==> config.mk <==
export PLATFORM = sky130hd
export DESIGN_NAME = seg7_scan_driver
export DESIGN_NICKNAME = d
export VERILOG_FILES = /design/src/rtl/seg7_pkg.sv /design/src/rtl/bcd_to_seg7.sv /design/src/rtl/seg7_scan_driver.sv
export SDC_FILE = /design/constraint.sdc
export NUM_CORES = 1
export LEC_CHECK = 0
export CAP_MARGIN = 20
export CORE_UTILIZATION = 49
export CTS_CLUSTER_SIZE = 14
export DETAILED_ROUTE_END_ITERATION = 8
export PLACE_DENSITY = 0.76
export SLEW_MARGIN = 20
export SYNTH_ARGS = -nofsm -noshare
export SYNTH_HDL_FRONTEND = slang
export SYNTH_HIERARCHICAL = 1
export SYNTH_SLANG_ARGS = --single-unit
==> constraint.sdc <==
create_clock -name clk -period 2.14 [get_ports clk]
set_input_delay 0.214 -clock clk [delete_from_list [all_inputs] [get_ports clk]]
set_output_delay 0.214 -clock clk [all_outputs]
set_load 0.005 [all_outputs]
==> src/rtl/seg7_pkg.sv <==
// Shared constants and types for the seven-segment scan driver.
// Segment codes are active low, bit order g..a (seg[0]=a, seg[6]=g).
package seg7_pkg;

    localparam logic [6:0] SEG_0    = 7'b1000000;
    localparam logic [6:0] SEG_1    = 7'b1111001;
    localparam logic [6:0] SEG_2    = 7'b0100100;
    localparam logic [6:0] SEG_3    = 7'b0110000;
    localparam logic [6:0] SEG_4    = 7'b0011001;
    localparam logic [6:0] SEG_5    = 7'b0010010;
    localparam logic [6:0] SEG_6    = 7'b0000010;
    localparam logic [6:0] SEG_7    = 7'b1111000;
    localparam logic [6:0] SEG_8    = 7'b0000000;
    localparam logic [6:0] SEG_9    = 7'b0010000;
    localparam logic [6:0] SEG_DASH = 7'b0111111;
    localparam logic [6:0] SEG_OFF  = 7'b1111111;

    localparam logic [3:0] ANODES_OFF = 4'b1111;

    localparam int unsigned IDX_W = 2;

    // Slot order on the display: units first, thousands last.
    typedef enum logic [IDX_W-1:0] {
        IDX_UNITS = 2'd0,
        IDX_TENS  = 2'd1,
        IDX_HUND  = 2'd2,
        IDX_THOUS = 2'd3
    } idx_t;

    // One frame's worth of latched display content.
    typedef struct packed {
        logic [3:0] thous;
        logic [3:0] hund;
        logic [3:0] tens;
        logic [3:0] units;
        logic [3:0] dp_en;
    } snap_t;

    // Active-low one-cold anode pattern for a slot.
    function automatic logic [3:0] anode_sel(input idx_t i);
        logic [3:0] onehot;
        onehot = 4'b0001 << i;
        return ~onehot;
    endfunction

endpackage

==> src/rtl/bcd_to_seg7.sv <==
// Combinational BCD to active-low seven-segment decoder; invalid codes show a dash.
module bcd_to_seg7
    import seg7_pkg::*;
(
    input  logic [3:0] bcd,
    output logic [6:0] seg
);

    // Table lookup of the segment pattern for one digit.
    always_comb begin
        seg = SEG_DASH;
        unique case (bcd)
            4'd0:    seg = SEG_0;
            4'd1:    seg = SEG_1;
            4'd2:    seg = SEG_2;
            4'd3:    seg = SEG_3;
            4'd4:    seg = SEG_4;
            4'd5:    seg = SEG_5;
            4'd6:    seg = SEG_6;
            4'd7:    seg = SEG_7;
            4'd8:    seg = SEG_8;
            4'd9:    seg = SEG_9;
            default: seg = SEG_DASH;
        endcase
    end

endmodule

==> src/rtl/seg7_scan_driver.sv <==
// Four-digit common-anode seven-segment scan driver with per-slot blanking
// gap and a once-per-frame snapshot of the displayed digits.
// Optional build macro: SEG7_LEADING_ZERO_BLANK_EN suppresses leading zeros.
module seg7_scan_driver
    import seg7_pkg::*;
#(
    parameter int unsigned DWELL_CYCLES = 100000,
    parameter int unsigned BLANK_CYCLES = 1000
)(
    input  logic       clk,
    input  logic       reset,
    input  logic [3:0] thous,
    input  logic [3:0] hund,
    input  logic [3:0] tens,
    input  logic [3:0] units,
    input  logic [3:0] dp_en,
    output logic [3:0] an,
    output logic [6:0] seg,
    output logic       dp
);

    localparam int unsigned     CNT_W     = (DWELL_CYCLES > 1) ? $clog2(DWELL_CYCLES) : 1;
    localparam logic [CNT_W-1:0] CNT_LAST  = CNT_W'(DWELL_CYCLES - 1);
    localparam logic [CNT_W-1:0] BLANK_END = CNT_W'(BLANK_CYCLES);

    logic [CNT_W-1:0] cnt;
    idx_t             idx;
    snap_t            snap;

    logic             cnt_wrap;
    logic             snap_take;
    logic             blank_win;
    logic             suppress;
    logic [3:0]       cur_digit;
    logic             cur_dp;
    logic [6:0]       cur_seg;
    logic [3:0]       an_next;
    logic [6:0]       seg_next;
    logic             dp_next;

    // Slot timing and snapshot instant.
    always_comb begin
        cnt_wrap  = (cnt == CNT_LAST);
        snap_take = (cnt == '0) && (idx == IDX_UNITS);
        blank_win = (cnt < BLANK_END);
    end

    // Select the snapshot digit and decimal-point request for the current slot.
    always_comb begin
        cur_digit = snap.units;
        cur_dp    = snap.dp_en[0];
        unique case (idx)
            IDX_UNITS: begin cur_digit = snap.units; cur_dp = snap.dp_en[0]; end
            IDX_TENS:  begin cur_digit = snap.tens;  cur_dp = snap.dp_en[1]; end
            IDX_HUND:  begin cur_digit = snap.hund;  cur_dp = snap.dp_en[2]; end
            IDX_THOUS: begin cur_digit = snap.thous; cur_dp = snap.dp_en[3]; end
            default:   begin cur_digit = snap.units; cur_dp = snap.dp_en[0]; end
        endcase
    end

    // Decide whether the current slot is a leading zero to be kept dark.
    always_comb begin
        suppress = 1'b0;
`ifdef SEG7_LEADING_ZERO_BLANK_EN
        unique case (idx)
            IDX_THOUS: suppress = (snap.thous == 4'd0);
            IDX_HUND:  suppress = (snap.thous == 4'd0) && (snap.hund == 4'd0);
            IDX_TENS:  suppress = (snap.thous == 4'd0) && (snap.hund == 4'd0)
                                && (snap.tens == 4'd0);
            default:   suppress = 1'b0;
        endcase
`endif
    end

    bcd_to_seg7 u_dec (
        .bcd (cur_digit),
        .seg (cur_seg)
    );

    // Next output pattern: dark during the blank window or a suppressed slot.
    always_comb begin
        an_next  = ANODES_OFF;
        seg_next = SEG_OFF;
        dp_next  = 1'b1;
        if (!blank_win && !suppress) begin
            an_next  = anode_sel(idx);
            seg_next = cur_seg;
            dp_next  = ~cur_dp;
        end
    end

    // Scan counter, slot index, frame snapshot and registered outputs.
    // The snapshot is written at cnt==0 of slot 0 while outputs are still in
    // the blank window, so the new frame's content is in place before any
    // digit of that frame is lit.
    always_ff @(posedge clk) begin
        if (reset) begin
            cnt  <= '0;
            idx  <= IDX_UNITS;
            snap <= '0;
            an   <= ANODES_OFF;
            seg  <= SEG_OFF;
            dp   <= 1'b1;
        end else begin
            if (cnt_wrap) begin
                cnt <= '0;
                idx <= idx_t'(idx + 2'd1);
            end else begin
                cnt <= cnt + 1'b1;
            end
            if (snap_take) begin
                snap <= '{thous: thous, hund: hund, tens: tens, units: units, dp_en: dp_en};
            end
            an  <= an_next;
            seg <= seg_next;
            dp  <= dp_next;
        end
    end

endmodule

==> run_results.csv, run 1 <==
group,metric,value,unit
synthesis,syn_area,0.002410,sq mm
final_layout,area_delta_synth_final,23.94,%
final_layout,finish.utilization,0.6323,
critical_path,path_class,"flop to flop",
critical_path,critPathMaxFanout,6,
clocking,root_buffer,"clkbuf_8",
final_layout,fillers,408,
power_and_ir_drop,powerDensity,628.2,mW/mm^2
final_layout,instances_no_fill,374,
synthesis,seq_area_frac_synth,0.4237,
place,post-dp-hpwl,3.526,mm
timing,finalMaxSlewViolations,0,
synthesis,ys_types,40,
power_and_ir_drop,peakVddDrop,423.1,uV
final_layout,drive_gt1_frac,0.1238,
synthesis,synth_fp_nets,309,
floorplan,die_h,72.13,microns
power_and_ir_drop,leakagePower,1.039,nW
final_layout,fin_nets,339,
synthesis,yosys_warnings,6,
run,max_cap_viol_count,0,
final_layout,seq_area,0.001028,sq mm
clocking,clock_path_buffers,2,
place,preCtsSetupSlack,-0.06259,ns
clocking,cts_tree,"yes",
critical_path,crit_path_end_kind,"flop",
critical_path,reg2reg_setup_slack,0.11,ns
place,port_buffers,33,
synthesis,synth_area_per_cell,8.731,sq um
timing,hold_viol_final,0,
floorplan,pin_count,34,
floorplan,start_util,0.5102,
route,drt-initial-drc-count,110,
place,placed_cells,364,
clocking,clk_pin_slew,0.10,ns
timing,finClkSkew,0.01137,ns
clocking,cts_inserted_buffers,5,
critical_path,crit_start,"idx[0]",
critical_path,worst_setup_path_start_kind,"flop",
timing,setup_ws,0.1120,ns
timing,relSlewSlack,0.5870,
clocking,cts.sinks,51,
timing,fin_crit_sh,0.9476,
timing,finalSetupTns,0,ns
place,placedInstanceArea,0.002799,sq mm
route,via_per_inst,5.583,
route,ant_nets,0,
clocking,postCtsHoldBufs,0,
clocking,clk_latency,0.31,ns
critical_path,crit_required,2.31,ns
timing,rsz0062_at_grt,"no",
hold_path,hp-class,"input pin to flop",
route,drc,0,
global_routing,grt_max_degree,24,
synthesis,syn_inst,276,
global_routing,first_global_vias,1866,
route,vias,2088,
run_status,outcome,"complete, no violations",
route,routedWlPerCell,14.14,microns
final_layout,diodes,0,
critical_path,reg2reg_from,"idx[0]",
global_routing,antenna_found_initial,0,
timing,maxClockFrequency,493.1,MHz
floorplan,die_x,72.13,microns
global_routing,grt_first_pass_wirelength,8.514,mm
global_routing,grt_overflow,0,
floorplan,std_cell_rows,25,
global_routing,grt_use_total,0.2125,
critical_path,worst-endpoint-arrival,2.20,ns
floorplan,core_area,0.004723,sq mm
final_layout,multi_input_area,0.001300,sq mm
synthesis,ys_seq_elements,51,
timing,tightest_slew,0.6195,ns
final_layout,design_area,0.002987,sq mm
route,firstDrtPassIters,4,
timing,period_minus_slack,2.028,ns
hold_path,hp-start,"dp_en[0]",
timing,setup_viol,0,
route,drt-total-wl,5.288,mm
clocking,htreeDepth,2,
floorplan,die-area,0.005203,sq mm
place,place.gp.congestion,0.8156,
metal layers:
metal,vias up,track usage,part of all wire
met4,0,0.07407,0.014
met3,9,0.04583,0.047
li1,1021,-,-
met1,996,0.2828,0.47
met5,-,0,0
met2,62,0.3416,0.47
repair_timing:
action                     4_1_cts  5_1_grt
pin swaps                        1        3
hold endpoints to repair         0        0
buffers inserted                 1        1
resized for setup                6       16
setup endpoints to repair        7       12
power by group:
| part | total [W] | switching, W | leakage, nW | internal (W) |
|---|---|---|---|---|
| clock network | 0.000589 | 0.000325 | 0.0474 | 0.000264 |
| registers | 0.00101 | 0.0000262 | 0.417 | 0.000987 |
| logic | 0.000274 | 0.000134 | 0.574 | 0.000139 |
| total | 0.00188 | 0.000485 | 1.04 | 0.00139 |
sequential cells by signal (all words and copies together), names as in the netlist:
register and count:
snap 20, cnt 17, seg 7, an 4, idx 2, dp 1
path summary, 6_finish.rpt:
kind         endpoint  cells past startpoint
max            seg[0]                      8
min           snap[0]                      3
min reg2reg   snap[6]                      2
max reg2reg    seg[0]                      8
cell usage in the layout (no fill, tap or decap), drive strengths merged, types with 2 or more instances in the layout:
master / instances
a21oi: 26
a222oi: 5
and3b: 3
and4: 3
buf: 10
clkbuf: 6
clkdlybuf4s50: 33
dfxtp: 51
ha: 11
inv: 12
mux2i: 6
nand2: 11
nand2b: 8
nand3: 26
nand4: 7
nor2: 22
nor3: 4
nor3b: 3
nor4: 4
nor4b: 2
o21ai: 22
or2: 2
xnor2: 9
xor2: 6
cell usage after synthesis (all sizes together):
cell | n | area (sq um)
inv | 12 | 45.04
o21ai | 22 | 110.1
or4b | 1 | 10.01
nor3 | 4 | 20.02
a222oi | 5 | 50.05
or3b | 1 | 8.760
or2b | 1 | 7.510
mux2i | 6 | 60.06
nand3 | 26 | 130.1
a31oi | 1 | 6.260
and2b | 1 | 7.510
a21oi | 26 | 130.1
o31ai | 1 | 7.510
nor4 | 4 | 40.04
nand4 | 7 | 43.79
a21o | 1 | 7.510
and4 | 3 | 26.28
and2 | 1 | 6.260
buf | 6 | 57.55
nor2b | 1 | 6.260
or4 | 1 | 11.26
and3b | 3 | 26.28
or3 | 1 | 6.260
o41ai | 1 | 8.760
nand2b | 8 | 50.05
clkbuf | 14 | 52.55
nor2 | 22 | 82.58
dfxtp | 51 | 1021
nand2 | 11 | 41.29
nor3b | 3 | 22.52
xor2 | 6 | 52.55
xnor2 | 9 | 78.83
o211ai | 1 | 7.510
ha | 11 | 137.6
or2 | 2 | 12.52
nor4b | 2 | 17.52
worst max-delay path: stages, from the launching register on:
cell	delay, ns
dfxtp_4	0.38
inv_2	0.10
ha_2	0.29
mux2i_2	0.40
inv_2	0.12
ha_1	0.21
mux2i_1	0.18
a21oi_1	0.09
nand2b_1	0.13
layout make-up:
class	count	area share
multi-input combinational	193	0.4353
sequential	51	0.3444
timing repair buffer	43	0.1441
tap	67	0.02807
clock buffer	6	0.02765
inverter	12	0.01508
clock inverter	2	0.005446
metrics by stage:
stage | total power, W | hold WS, ns
3_5_place_dp | 0.001294 | 0.4662
2_1_floorplan | 0.001200 | 0.2831
5_1_grt | 0.001958 | 0.4706
6_report | 0.001876 | 0.4590
3_3_place_gp | 0.001289 | 0.4553
4_1_cts | 0.001881 | 0.4556
kinds of logic after synthesis:
logic type	synth area share
xor gates and xnor gates	0.05452
and+or+nand+nor	0.2394
AOI/OAI and AO/OA	0.1360
DFF	0.4237
adders and majority gates	0.05711
buffers and inverters	0.06438
muxes	0.02492
(Power assumes the default switching activity.)
==> inputs of run 2 (changes only) <==
--- a/config.mk
+++ b/config.mk
@@ -5,11 +5,11 @@
 export SDC_FILE = /design/constraint.sdc
 export NUM_CORES = 1
 export LEC_CHECK = 0
-export CAP_MARGIN = 20
+export CAP_MARGIN = 5
 export CORE_UTILIZATION = 49
 export CTS_CLUSTER_SIZE = 14
 export DETAILED_ROUTE_END_ITERATION = 8
-export PLACE_DENSITY = 0.76
+export PLACE_DENSITY_LB_ADDON = 0.05
 export SLEW_MARGIN = 20
 export SYNTH_ARGS = -nofsm -noshare
 export SYNTH_HDL_FRONTEND = slang
==> run 2 against run 1 <==
  * Clock power rose by 18%
  * Hold slack better by 0.0083 ns
  * Fmax shrank 1.9%
  * Highest routed layer unchanged
  * Critical path type unchanged
  * Power up 6.7%
  * Sequential power barely moved
  * Count of clock-buffer cells in the layout stayed put
  * Final cell count is 2.7% higher
  * Flip-flop and latch count unchanged
  * First-iteration DRC count up 23%
  * Largest power group unchanged
  * Design area up 3.4%
==> run_results.csv, run 2 (synthesis gave the netlist of run 1 again) <==
group,metric,value,unit
run_status,outcome,"complete, no violations",
final_layout,regMostFlops,"snap",
critical_path,reg2reg_from,"idx[0]",
final_layout,design_area,0.003088,sq mm
route,ant_nets,0,
critical_path,crit_slowest_cell,"a222oi_1",
route,drt-initial-drc-count,135,
global_routing,grt_max_degree,24,
timing,fin_crit_sh,0.9664,
critical_path,crit_buf_inv,1,
final_layout,diodes,0,
place,post-dp-hpwl,3.678,mm
clocking,cts_tree,"yes",
place,placedInstanceArea,0.002829,sq mm
final_layout,largest_registers,"snap (20), cnt (17), seg (7)",
final_layout,seq_area,0.001028,sq mm
route,firstDrtPassIters,4,
route,routedWlPerCell,13.89,microns
final_layout,fin_nets,349,
final_layout,finish.utilization,0.6538,
timing,hold_viol_final,0,
global_routing,busiest_layer,"met1",
route,vias,2093,
critical_path,worst_setup_path_start_kind,"flop",
power_and_ir_drop,peakVddDrop,512.1,uV
power_and_ir_drop,leakagePower,1.113,nW
final_layout,final_common_cell,"dfxtp_1",
clocking,postCtsHoldBufs,0,
power_and_ir_drop,p_seq_frac,0.505,
place,place.gp.congestion,0.8365,
power_and_ir_drop,combPwrFrac,0.148,
floorplan,die-area,0.005203,sq mm
global_routing,grt_overflow,0,
timing,setup_viol,0,
place,port_buffers,33,
floorplan,core_area,0.004723,sq mm
critical_path,crit_path_end_kind,"flop",
clocking,htreeDepth,2,
final_layout,largest_reg_flops,20,
power_and_ir_drop,powerDensity,648.3,mW/mm^2
timing,relSlewSlack,0.5806,
critical_path,cpPeakStageDelay,0.48,ns
global_routing,met2_usage,0.3115,
run,max_cap_viol_count,0,
timing,maxClockFrequency,483.5,MHz
timing,finClkSkew,0.006767,ns
critical_path,crit_required,2.32,ns
route,via_per_inst,5.451,
clocking,clk_pin_slew,0.09,ns
power_and_ir_drop,clkPwrFrac,0.347,
place,placed_cells,368,
floorplan,die_h,72.13,microns
critical_path,path_class,"flop to flop",
final_layout,multi_input_area,0.001304,sq mm
timing,hold_ws,0.4673,ns
critical_path,crit_path_cell_trace,"inv_2, ha_4, a222oi_1, mux2i_4, ha_2, nor3b_1, a21o_1, nand2b_1",
global_routing,grt_use_total,0.2164,
power_and_ir_drop,sw_frac_of_total,0.2405,
clocking,cts.sinks,51,
final_layout,instances_no_fill,384,
critical_path,critPathMaxFanout,6,
power_and_ir_drop,switching_power,0.0004814,W
floorplan,die_x,72.13,microns
critical_path,worst-endpoint-arrival,2.24,ns
global_routing,first_global_vias,1790,
clocking,cts_inserted_buffers,5,
final_layout,area_delta_synth_final,28.14,%
hold_path,hp-class,"input pin to flop",
global_routing,grt_first_pass_wirelength,8.694,mm
route,drc,0,
final_layout,final_cell_mix,"dfxtp_1, clkdlybuf4s50_1, nand3_1, a21oi_1, nor2_1",
clocking,clock_path_buffers,2,
route,drt-total-wl,5.332,mm
final_layout,drive_gt1_frac,0.1420,
clocking,root_buffer,"clkbuf_8",
power_and_ir_drop,cell_internal_pwr,0.001520,W
floorplan,std_cell_rows,25,
floorplan,pin_count,34,
hold_path,hp-start,"dp_en[1]",
critical_path,crit_family,"compound AO/OA/AOI/OAI gates",
final_layout,fillers,409,
timing,period_minus_slack,2.068,ns
critical_path,crit_start,"idx[0]",
clocking,clk_latency,0.30,ns
timing,finalMaxSlewViolations,0,
global_routing,grt_use_met3,0.04167,
floorplan,start_util,0.5102,
timing,tightest_slew,0.6292,ns
global_routing,antenna_found_initial,0,
global_routing,globalRouteMet1Util,0.3252,
run 2: cell count changes in the layout (fill, tap and decap cells not counted), moves of 2 or more:
cell and change:
buf_4 +9, ha_2 -2, mux2i_4 +2, ha_1 +3
run 2: cell type report:
| cell class | count | share of cell area |
|---|---|---|
| multi-input cells | 193 | 0.4222 |
| clock inverters | 2 | 0.01135 |
| clock buffers | 6 | 0.02674 |
| well taps | 67 | 0.02715 |
| repair buffers | 53 | 0.1649 |
| flip-flops and latches | 51 | 0.3331 |
| inverters | 12 | 0.01459 |
run 2: worst paths after layout:
check | cells past startpoint | to | slack, ns
max reg2reg | 8 | seg[2] | 0.07
min reg2reg | 2 | snap[2] | 0.48
max | 8 | seg[2] | 0.07
min | 3 | snap[1] | 0.47
run 2: metrics by stage:
stage / setup slack, ns / total power (W) / setup TNS, ns
final: 0.07180 / 0.002002 / 0
after global routing: -0.04864 / 0.002090 / -0.07125
after CTS: 0.01025 / 0.001996 / 0
after detailed placement: -0.1320 / 0.001295 / -0.5547
after global placement: -0.02444 / 0.001292 / -0.04763
after floorplan: 0.04751 / 0.001200 / 0
run 2: power by group through the flow:
stage | logic, W | registers, W | clock network [W]
after floorplan | 0.000175 | 0.00103 | 0
after global placement | 0.000257 | 0.00104 | 0
after detailed placement | 0.000260 | 0.00104 | 0
after CTS | 0.000274 | 0.00101 | 0.000709
after global routing | 0.000328 | 0.00102 | 0.000746
final | 0.000295 | 0.00101 | 0.000695
run 2: timing repair:
action / 4_1_cts / 5_1_grt
pin swaps: 2 / 4
endpoints found under the hold margin: 0 / 0
resized for setup: 5 / 18
buffers inserted: 5 / 3
endpoints found under the setup margin: 6 / 10
run 2: layer usage:
layer,vias up,part of all wire
met3,5,0.063
met4,0,0.0096
met5,-,0
li1,1041,-
met1,981,0.48
met2,66,0.45
run 2: worst reg2reg max path: cells and delay by family (launching register included):
family	cells	cell delay, ns
multiplexers	1	0.18
AO/OA/AOI/OAI	2	0.64
flip-flops	1	0.39
AND/OR/NAND/NOR	2	0.27
adder cells (fa/ha/maj)	2	0.40
buffers and inverters	1	0.06
